<file path="src/rtl/freq_scan_ctrl.sv">
// Ring-oscillator scan sequencer: selects each oscillator, runs the meter
// 2**AVG_LOG2 times, and emits one summed result record per oscillator.
module freq_scan_ctrl #(
  parameter int N_OSC    = 16,
  parameter int SEL_W    = 4,
  parameter int CNT_W    = 32,
  parameter int AVG_LOG2 = 2,
  parameter int SETTLE   = 16,
  parameter int TIMEOUT  = 65536
) (
  input  logic                      clock,
  input  logic                      reset_n,
  input  logic                      start,
  output logic                      busy,
  output logic                      done,
  output logic [SEL_W-1:0]          osc_sel,
  output logic                      meas_enable,
  input  logic                      meas_lock,
  input  logic [CNT_W-1:0]          meas_count,
  output logic                      res_valid,
  input  logic                      res_ready,
  output logic [SEL_W-1:0]          res_osc,
  output logic [CNT_W+AVG_LOG2-1:0] res_sum,
  output logic                      res_err
);

  localparam int SW   = CNT_W + AVG_LOG2;
  localparam int REPS = 1 << AVG_LOG2;
  localparam int CMAX = (TIMEOUT > SETTLE) ? TIMEOUT : SETTLE;
  localparam int CW   = $clog2(CMAX + 1);
  localparam int RW   = AVG_LOG2 + 1;

  typedef enum logic [2:0] {
    S_IDLE,
    S_SELECT,
    S_CLEAR,
    S_MEASURE,
    S_CAPTURE,
    S_EMIT,
    S_DONE
  } state_t;

  state_t           r_state;
  logic [SEL_W-1:0] r_osc;
  logic [SW-1:0]    r_acc;
  logic [RW-1:0]    r_rep;
  logic             r_err;
  logic [CW-1:0]    r_cnt;

  logic w_settled;
  logic w_timeout;
  logic w_last_rep;
  logic w_last_osc;

  assign w_settled  = (r_cnt == CW'(SETTLE - 1));
  assign w_timeout  = (r_cnt == CW'(TIMEOUT - 1));
  assign w_last_rep = (r_rep == RW'(REPS - 1));
  assign w_last_osc = (r_osc == SEL_W'(N_OSC - 1));

  always_ff @(posedge clock) begin
    if (!reset_n) begin
      r_state     <= S_IDLE;
      r_osc       <= '0;
      r_acc       <= '0;
      r_rep       <= '0;
      r_err       <= 1'b0;
      r_cnt       <= '0;
      busy        <= 1'b0;
      done        <= 1'b0;
      osc_sel     <= '0;
      meas_enable <= 1'b0;
      res_valid   <= 1'b0;
      res_osc     <= '0;
      res_sum     <= '0;
      res_err     <= 1'b0;
    end else begin
      done <= 1'b0;
      unique case (r_state)
        S_IDLE: begin
          if (start) begin
            r_state <= S_SELECT;
            busy    <= 1'b1;
            r_osc   <= '0;
            osc_sel <= '0;
            r_acc   <= '0;
            r_rep   <= '0;
            r_err   <= 1'b0;
            r_cnt   <= '0;
          end
        end
        S_SELECT: begin
          if (w_settled) begin
            r_cnt   <= '0;
            r_state <= S_CLEAR;
          end else begin
            r_cnt <= r_cnt + CW'(1);
          end
        end
        S_CLEAR: begin
          // lock still high means the meter has not yet flushed its old count
          if (!meas_lock) begin
            r_cnt       <= '0;
            meas_enable <= 1'b1;
            r_state     <= S_MEASURE;
          end else if (w_timeout) begin
            r_err   <= 1'b1;
            r_state <= S_EMIT;
          end else begin
            r_cnt <= r_cnt + CW'(1);
          end
        end
        S_MEASURE: begin
          if (meas_lock) begin
            meas_enable <= 1'b0;
            r_acc       <= r_acc + SW'(meas_count);
            r_state     <= S_CAPTURE;
          end else if (w_timeout) begin
            meas_enable <= 1'b0;
            r_err       <= 1'b1;
            r_state     <= S_EMIT;
          end else begin
            r_cnt <= r_cnt + CW'(1);
          end
        end
        S_CAPTURE: begin
          r_rep <= r_rep + RW'(1);
          if (w_last_rep) begin
            r_state <= S_EMIT;
          end else begin
            r_cnt   <= '0;
            r_state <= S_CLEAR;
          end
        end
        S_EMIT: begin
          if (!res_valid) begin
            res_valid <= 1'b1;
            res_osc   <= r_osc;
            res_sum   <= r_err ? '0 : r_acc;
            res_err   <= r_err;
          end else if (res_ready) begin
            res_valid <= 1'b0;
            if (w_last_osc) begin
              r_state <= S_DONE;
              done    <= 1'b1;
              busy    <= 1'b0;
              osc_sel <= '0;
            end else begin
              r_state <= S_SELECT;
              r_osc   <= r_osc + SEL_W'(1);
              osc_sel <= r_osc + SEL_W'(1);
              r_acc   <= '0;
              r_rep   <= '0;
              r_err   <= 1'b0;
              r_cnt   <= '0;
            end
          end
        end
        S_DONE: begin
          r_state <= S_IDLE;
        end
        default: begin
          r_state <= S_IDLE;
        end
      endcase
    end
  end

endmodule

</file>
<file path="config.mk">
export PLATFORM = sky130hd
export DESIGN_NAME = freq_scan_ctrl
export DESIGN_NICKNAME = d
export VERILOG_FILES = /design/src/rtl/freq_scan_ctrl.sv
export SDC_FILE = /design/constraint.sdc
export NUM_CORES = 1
export LEC_CHECK = 0
export BUFFER_PORTS_ARGS = -buffer_cell sky130_fd_sc_hd__buf_2
export CORE_ASPECT_RATIO = 1.2
export CORE_UTILIZATION = 40
export DETAILED_ROUTE_END_ITERATION = 7
export SYNTH_ARGS = -nofsm -noshare
export SYNTH_HDL_FRONTEND = slang
export SYNTH_SLANG_ARGS = --single-unit
</file>
<file path="constraint.sdc">
create_clock -name clock -period 2.8 [get_ports clock]
set_clock_uncertainty 0.2 [all_clocks]
set_input_delay 0 -clock clock [delete_from_list [all_inputs] [get_ports clock]]
set_output_delay 0 -clock clock [all_outputs]
set_load 0.1 [all_outputs]
</file>
* Word-level counts from Yosys, hierarchy flattened *
Index checks and enable logic that the tools add are counted.

storage, ports and cells
  flip-flop bits (word level) = 109
  bits in latches = 0
  memory bits (writable) = 0
  memory bits (read-only) = 0
  bits of input ports = 37
  output and inout bits = 47
  word-level logic and storage cells = 119
  memories = 0

operators by class
  add/sub/neg operators = 4
  $mul = 0
  divide/modulo/power cells = 0
  order comparisons = 0
  eq/ne operators = 21
  shift operators = 0
  muxes and demuxes = 61
  bitwise gates (word level) = 1
  reductions and logical operators = 18

operators by type and width
  operator                                          count
  two-way mux 34 bit                                6
  two-way mux 17 bit                                9
  one-hot mux 17 bit (6 select lines)               1
  one-hot mux 34 bit (3 select lines)               1
  two-way mux 3 bit                                 13
  adder 34 x 32 -> 34 bit                           1
  two-way mux 4 bit                                 7
  != test 2 bit (second input constant)             11
  one-hot mux 3 bit (6 select lines)                1
  adder 17 x 1 -> 17 bit (second input constant)    1
  == test 17 x 16 -> 1 bit (second input constant)  1
  == test 17 x 4 -> 1 bit (second input constant)   1
  two-way mux 1 bit                                 17
  one-hot mux 4 bit (2 select lines)                2
  AND reduction 5 bit                               3
  AND reduction 7 bit                               2
  AND reduction 4 bit                               3
  == test 3 x 2 -> 1 bit (second input constant)    3
  one-hot mux 3 bit (3 select lines)                1
  == test 3 bit (second input constant)             2
  AND reduction 6 bit                               1
  nonzero test 3 bit                                2
  nonzero test 6 bit                                1
  adder 4 x 1 -> 4 bit (second input constant)      1
  other kinds (12)                                  14

* Depth between registers and ports, before layout *
Gate-level depths: netlist (run 1).

  word-level depth = 5
  depth in mapped cells = 14
  depth with buffers taken out = 13

* Least setup slack after synthesis (run 1) *
No wires, ideal clock.

  path type = register to register
  start = reg r_cnt[0]
  end = reg r_cnt[8]
  library setup time = 116 ps
  arrival = 2484 ps
  required time = 2484 ps
  setup slack = 0 ps
  stages on the path, launching flop included = 15
  path buffers = 1
  period minus slack after synthesis = 2800 ps
  cells stage by stage = dfxtp_1 -> ha_1 -> and3_1 -> and4_1 -> and3_1 -> nand3_1 -> inv_1 -> ha_1 -> clkbuf_1 -> inv_1 -> a21boi_4 -> o21ai_1 -> a21o_1 -> a21oi_1 -> o21ai_1

between the ends
  longest elaborated chain between the ends = 4
  elaborated cells on any way between the ends = 8
  classes of those cells = 1 x add/sub; 2 x eq/ne; 5 x mux

RTL lines
  element                                                                    line      RTL
  from (decl)                                                                48        logic [CW-1:0] r_cnt;
  from (signal assigned)                                                     96        r_cnt <= r_cnt + CW'(1);
  from (signal assigned)                                                     109       r_cnt <= r_cnt + CW'(1);
  from (signal assigned)                                                     122       r_cnt <= r_cnt + CW'(1);
  adder 17 x 1 -> 17 bit / == test 17 x 16 -> 1 bit (equally long branches)  --
  two-way mux 17 bit                                                         105, 117
  two-way mux 17 bit (on tied branches)                                      113, 101
  one-hot mux 17 bit (6 select lines) *                                      78        unique case (r_state)

Mark *: on every way between the ends. The rest lies on a longest branch, timed or not. The select of a mux whose other input is x is not followed.
A chain may end at the register's enable or synchronous reset.

* Worst setup path after layout (run 1) *
  start = reg r_acc[0]
  end = reg r_acc[28]

between the ends
  longest elaborated chain between the ends = 3

RTL lines
  element                              line  RTL
  from (decl)                          45    logic [SW-1:0] r_acc;
  from (signal assigned)               115   r_acc <= r_acc + SW'(meas_count);
  adder 34 x 32 -> 34 bit              115
  two-way mux 34 bit                   113   if (meas_lock) begin
  one-hot mux 34 bit (3 select lines)  78

Every way passes these cells. The select of a mux whose other input is x is not followed.

==> key figures, run 1 <==
Run status
  – Status: finished, final reports clean

Min path
  – Hold depth: 5
  – HP Class: input pin to flip-flop

Clock tree
  – CTS H-tree depth: 3
  – CTS Buf Count: 9
  – Total clock sinks: 109
  – Clock Path Buffers: 2
  – Root Buffer: clkbuf_16
  – Worst skew pair latency: 0.37 ns
  – CTS tree: done
  – Clk pin slew, worst setup/hold paths: 0.08 ns

STA
  – Unrepaired setup endpoints after global routing: true
  – Final Hold Violating Endpoints: 0
  – Fin crit share: 99.2%
  – Slew Limit Fails: 0
  – Final setup vio count: 0
  – Fmax achieved: 0.360 GHz
  – Worst-Margin Slew: 0.498 ns
  – Post-layout minimum cycle time: 2.78 ns
  – Rel. slew slack: 66.8%

Finish
  – Area grow syn2layout: 20.0%
  – Layout cells sized above 1: 18.4%
  – Fin cells: 1177
  – Final Core Density: 49.8%
  – Fillers: 1631
  – Most frequent cells in the layout: 128 x nand2_1, 107 x dfxtp_1, 83 x buf_2
  – Ant diodes: 0
  – # nets final: 1036
  – Most common cell after layout, fill and taps aside: nand2_1

Critical path
  – R2r worst-path depth: 12
  – Crit path max-delay family: compound AO/OA/AOI/OAI gates
  – Slowest stage delay, CP: 0.36 ns
  – Crit path capture type: flip-flop
  – Crit path kind: flip-flop to flip-flop
  – Crit path cell chain: ha_4 > inv_2 > fa_2 > and2b_1 > o2111ai_2 > a211o_1 > a21oi_4 > buf_4 > a31oi_4 > a21oi_2 > mux2i_1 > o2bb2ai_1
  – Critical Path RT: 2.90 ns
  – CP startpoint kind: flip-flop
  – Critical-path top delay cell: a211o_1
  – Buffers and inverters on the worst path: 2
  – Crit-path max FO: 4
  – WP depth: 12
  – WP data arrival: 2.88 ns

Power
  – Share of total power in sequential cells: 44.2%
  – Int Pwr: 2.52 mW
  – P_sw: 1.07 mW
  – Clk network pwr share: 38.4%
  – Combinational group share of total power: 17.4%
  – Peak supply drop: 327 uV
  – Total power per unit cell area: 440 nW/um^2
  – Leakage: 3.34 nW
  – Switch share: 29.7%

Placed design
  – Placed insts: 1142
  – I/O Buffers: 83
  – DP HPWL: 13200 um
  – Final weighted congestion in routability-driven placement: 0.883

Yosys
  – Syn. warnings: 0
  – Seq/Total Area, Yosys: 32.1%
  – Syn nets: 927
  – Top FF cell, synth: dfxtp_1
  – Number of synthesized flops with an enable pin: 0
  – #FFs+latches synth: 109
  – Mapped Cells: 851
  – Post-synthesis cell type count: 76
  – Synth top area cells: dfxtp_1 32%, nand2_1 7.1%, ha_1 7.0%
  – FFs w/ async S/R, synth: 0%
  – Yosys top cell by area: dfxtp_1
  – Post-Syn Area: 6800 sq um
  – Syn avg cell area: 7.99 sq um
  – Top cell type's share of synthesized area: 32.1%

Die
  – Die footprint: 17500 sq um
  – Initial core utilization: 41.5%
  – Core area: 16400 sq um
  – I/O pins: 84
  – Row cnt: 51
  – Die Y: 145 um
  – Die Wd: 121 um

Routing
  – Via/cell ratio: 5.42
  – DRT antenna net count: 0
  – Drt pass-1 iters: 5
  – Starting DRT DRC Count: 325
  – Vias: 6382
  – Routed length per instance: 15.4 um
  – # DRC: 0
  – WL final: 18200 um

Global route
  – Number of global-route vias before repair: 5878
  – Total GRT Usage: 21.1%
  – First-pass GRT wire length: 29200 um
  – Global route overflow: 0
  – Pin count of the biggest net entering global routing: 58
  – Initial antenna violation count: 0

Run
  – Max-Cap Viols: 0
[per-layer routing]
layer / global-route usage, % / vias up / part of all wire (%) / routed length (um)
met3: 3.53 / 26 / 3.6 / 655
met4: 6.95 / 0 / 2.0 / 368
met2: 37.3 / 119 / 49 / 8910
met1: 26.0 / 2963 / 45 / 8240
met5: 0 / - / 0 / 0
li1: - / 3274 / - / -
[registers in the layout (all words and copies together), names as in the netlist]
signal       cells
r_acc           34
res_sum         34
r_cnt           17
osc_sel          4
r_osc            4
res_osc          4
r_rep            3
r_state          3
busy             1
done             1
meas_enable      1
r_err            1
res_err          1
res_valid        1
[through the flow]
step                      setup TNS, ns  area, sq um  setup WS [ns]  hold slack [ns]  power (mW)
after CTS                             0         8090         0.0117          0.00266        3.62
after detailed placement         -0.163         7590        -0.0907            0.154        2.22
after floorplan                       0         6800      0.0000451          -0.0178        2.03
final                                 0         8160         0.0212           0.0216        3.59
after global routing             -0.392         8160        -0.0992           0.0638        3.76
after global placement          -0.0364         7590        -0.0364            0.157        2.22
[logic make-up after synthesis]
| kind of cell | Yosys count | share of synthesized area, % |
|---|---|---|
| mux | 4 | 0.589 |
| xor+xnor | 25 | 3.22 |
| compound gates | 265 | 27.4 |
| flops | 109 | 32.1 |
| simple gates | 345 | 25.4 |
| buf+inv | 64 | 4.07 |
| fa+ha+maj | 39 | 7.29 |
[final cells by class]
class | instances | area [sq um] | share of cell area, %
sequential | 109 | 2180 | 26.8
inverter | 20 | 75.1 | 0.920
clock buffer | 9 | 225 | 2.76
multi-input combinational | 678 | 4420 | 54.1
timing repair buffer | 142 | 908 | 11.1
tap | 212 | 265 | 3.25
clock inverter | 7 | 85.1 | 1.04
[cells in the mapped netlist, types with 12 or more instances]
master      n
a21boi_0   52
a21o_1     25
a21oi_1    61
and2_1     12
and3_1     13
clkbuf_1   33
dfxtp_1   109
ha_1       38
inv_1      19
nand2_1   128
nand3_1    29
nand3b_1   34
nand4_1    13
nor2_1     53
nor2b_1    18
nor3_1     13
o21ai_0    36
o21ai_1    15
xnor2_1    17
[worst reg2reg max path, delay by kind of cell, from the launching register on]
family	cells	cell delay (ns)
adder cells (fa/ha/maj)	2	0.46
AO/OA/AOI/OAI	6	1.09
flip-flops	1	0.35
AND/OR/NAND/NOR	1	0.23
multiplexers	1	0.20
buffers and inverters	2	0.18
[worst paths after layout]
path | from | end | slack [ns]
setup / recovery | r_acc[0] | r_acc[28] | 0.02
hold / removal | meas_count[21] | r_acc[21] | 0.02
setup reg to reg | r_acc[0] | r_acc[28] | 0.02
hold reg to reg | res_sum[10] | res_sum[10] | 0.26
[power by group through the flow]
| stage | clock network (mW) | registers, mW | logic (mW) |
|---|---|---|---|
| CTS | 1.41 | 1.59 | 0.620 |
| floorplan | 0 | 1.65 | 0.376 |
| finish | 1.38 | 1.59 | 0.624 |
| detailed placement | 0 | 1.62 | 0.598 |
| global placement | 0 | 1.62 | 0.600 |
| global route | 1.48 | 1.59 | 0.688 |
[repair_timing]
action                                  4_1_cts  5_1_grt
resized for setup                             6       13
pin swaps                                     5        9
endpoints found under the setup margin        6       25
hold buffers                                 15        0
hold endpoints to repair                     21        0
setup buffers                                 1        3
No activity file was read; power rests on OpenSTA's default activity.
==> inputs of run 2 (changes only) <==
--- a/config.mk
+++ b/config.mk
@@ -7,7 +7,7 @@
 export LEC_CHECK = 0
 export BUFFER_PORTS_ARGS = -buffer_cell sky130_fd_sc_hd__buf_2
 export CORE_ASPECT_RATIO = 1.2
-export CORE_UTILIZATION = 40
+export CORE_UTILIZATION = 43
 export DETAILED_ROUTE_END_ITERATION = 7
 export SYNTH_ARGS = -nofsm -noshare
 export SYNTH_HDL_FRONTEND = slang
==> run 2 against run 1 <==
Compared with the run above:
- via count decreased by 1.4%
- worst hold slack got worse by 0.00051 ns
- first-iteration DRC count decreased by 22%
- worst setup slack got worse by 0.017 ns
- cell area decreased by 0.31%
- combinational power decreased by 0.8%
- final cell count decreased by 0.34%
- core utilization increased by 2.7 points
- sequential cell count unchanged
- die area decreased by 6.9%
- critical path type unchanged
==> key figures, run 2 (synthesized netlist as in run 1, its figures left out) <==
Critical path
  – Crit-path max FO: 4 (unchanged)
  – R2r worst-path depth: 12 (unchanged)
  – Critical Path RT: 2.84 ns (-0.06 ns)
  – Crit path capture type: flip-flop
  – Crit path kind: flip-flop to flip-flop
  – WP data arrival: 2.83 ns (-0.05 ns)
  – Register-to-register path setup slack: 0.005 ns (-0.02 ns)
  – Crit path launch: r_acc[0]
  – Reg-to-Reg Start: r_acc[0]
  – R2R Path End: r_acc[22]
  – CP startpoint kind: flip-flop
  – Worst setup path end: r_acc[22]

Finish
  – Most frequent cells in the layout: 127 x nand2_1, 108 x dfxtp_1, 83 x buf_2
  – Ant diodes: 0 (unchanged)
  – Layout cells sized above 1: 18.1% (-0.31 points)
  – Most common cell after layout, fill and taps aside: nand2_1
  – # nets final: 1036 (unchanged)
  – Fin area: 8140 sq um (-0.31%)
  – Regs by FF count: r_acc: 34 flops, res_sum: 34 flops, r_cnt: 17 flops
  – Storage cell area: 2180 sq um (about the same)
  – Area grow syn2layout: 19.7%
  – Footprint of the multi-input gates: 4410 sq um (-0.25%)
  – Fillers: 1601 (-1.8%)

Global route
  – Met1 Resource Use GR: 28.5% (+2.5 points)
  – Total GRT Usage: 22.5% (+1.4 points)
  – Met2 global-route usage: 39.3% (+2.0 points)
  – First-pass GRT wire length: 29200 um (about the same)
  – GRT met3 Usage: 2.35% (-1.2 points)
  – GR peak layer: met2
  – Pin count of the biggest net entering global routing: 58 (unchanged)
  – Number of global-route vias before repair: 6009 (+2.2%)
  – Global route overflow: 0 (unchanged)
  – Initial antenna violation count: 0 (unchanged)

Power
  – Peak supply drop: 305 uV (-6.7%)
  – Pwr Total: 3.53 mW (-1.8%)
  – Leakage: 3.34 nW (-0.10%)
  – Total power per unit cell area: 433 nW/um^2 (-1.5%)

Placed design
  – Final weighted congestion in routability-driven placement: 0.847 (-4.1%)
  – Placed cell area: 7580 sq um (-0.16%)
  – I/O Buffers: 83 (unchanged)
  – DP HPWL: 12700 um (-3.8%)

Die
  – Row cnt: 50 (-2.0%)
  – Die Wd: 117 um (-3.5%)
  – Initial core utilization: 43.8% (+2.4 points)
  – Die footprint: 16300 sq um (-6.9%)
  – Core area: 15500 sq um (-5.4%)
  – Die Y: 140 um (-3.5%)
  – I/O pins: 84 (unchanged)

Routing
  – Starting DRT DRC Count: 253 (-22%)
  – Vias: 6295 (-1.4%)
  – Via/cell ratio: 5.37 (-1.0%)
  – DRT antenna net count: 0 (unchanged)
  – Drt pass-1 iters: 7 (+2)
  – Routed length per instance: 15.0 um (-2.8%)
  – # DRC: 0 (unchanged)
  – WL final: 17600 um (-3.1%)

STA
  – Fmax achieved: 0.358 GHz (-0.59%)
  – Slew Limit Fails: 0 (unchanged)
  – Final setup vio count: 0 (unchanged)
  – Final Hold Violating Endpoints: 0 (unchanged)
  – Worst-Margin Slew: 0.629 ns (+0.131 ns)
  – Post-layout minimum cycle time: 2.80 ns (+0.0165 ns)
  – Rel. slew slack: 58.0% (-8.8 points)
  – Fin crit share: 99.8% (+0.59 points)
  – Unrepaired setup endpoints after global routing: true
  – Hold slack final: 0.0211 ns (-0.000508 ns)

Clock tree
  – CTS Buf Count: 9 (unchanged)
  – Clk pin slew, worst setup/hold paths: 0.07 ns (about the same)
  – Worst skew pair latency: 0.36 ns (about the same)
  – CTS tree: done
  – Clock Path Buffers: 2 (unchanged)
  – CTS H-tree depth: 3 (unchanged)
  – Total clock sinks: 109 (unchanged)
  – Root Buffer: clkbuf_16

Run
  – Max-Cap Viols: 0 (unchanged)

Run status
  – Status: finished, final reports clean

Min path
  – HP Class: input pin to flip-flop
run 2: cell types whose count changed in the layout (fill, tap and decap cells not counted), moves of 2 or more:
| cell | before | now |
|---|---|---|
| ha_2 | 2 | 0 |
| ha_1 | 34 | 36 |
| inv_6 | 4 | 1 |
| clkinv_2 | 0 | 2 |
run 2: critical path, cell delays in order (launching register included):
cell and delay, ns:
dfxtp_2 0.35, ha_4 0.13, inv_2 0.03, fa_2 0.33, and2b_1 0.23, o2111ai_2 0.12
a211o_1 0.36, a21oi_4 0.18, o211ai_1 0.21, buf_4 0.20, and3_1 0.15, o21ai_1 0.11
a21oi_1 0.07
run 2: what timing repair did:
| item | in CTS | in global routing |
|---|---|---|
| setup endpoints to repair | 6 | 22 |
| hold buffers | 15 | 0 |
| buffers inserted | 1 | 4 |
| hold endpoints to repair | 22 | 0 |
| pin swaps | 5 | 10 |
| resized for setup | 7 | 10 |
run 2: worst min path at each step:
stage / startpoint / to / depth (start not counted)
6_report: meas_lock / meas_enable / 5
5_1_grt: meas_count[22] / r_acc[22] / 5
4_1_cts: meas_lock / meas_enable / 5
3_5_place_dp: res_ready / done / 2
3_3_place_gp: res_ready / done / 2
2_1_floorplan: res_ready / done / 1
run 2: metrics by stage:
stage / setup slack, ns / TNS, ns / std cells / util, %
after CTS: -0.0162 / -0.0162 / 1169 / 52.0
after global routing: -0.156 / -0.768 / 1173 / 52.4
after detailed placement: -0.104 / -0.171 / 1137 / 48.9
after global placement: -0.0421 / -0.0421 / 1137 / 48.9
final: 0.00468 / 0 / 1173 / 52.4
after floorplan: 0.0000451 / 0 / 851 / -
run 2: metal layers:
metal / vias to the layer above / wire, um / share of wire [%]
li1: 3275 / - / -
met1: 2881 / 8060 / 46
met4: 0 / 265 / 1.5
met2: 123 / 8690 / 49
met5: - / 0 / 0
met3: 16 / 591 / 3.4
run 2: area by class of cell:
class	instances	share of cell area, %
clock buffer	9	2.77
timing repair buffer	142	11.2
clock inverter	7	0.907
multi-input combinational	678	54.2
inverter	20	0.923
tap	208	3.20
sequential	109	26.8
run 2: where the power goes:
group / internal [mW] / switching [mW]
Clock: 0.698 / 0.624
Combinational: 0.235 / 0.384
Sequential: 1.57 / 0.0168
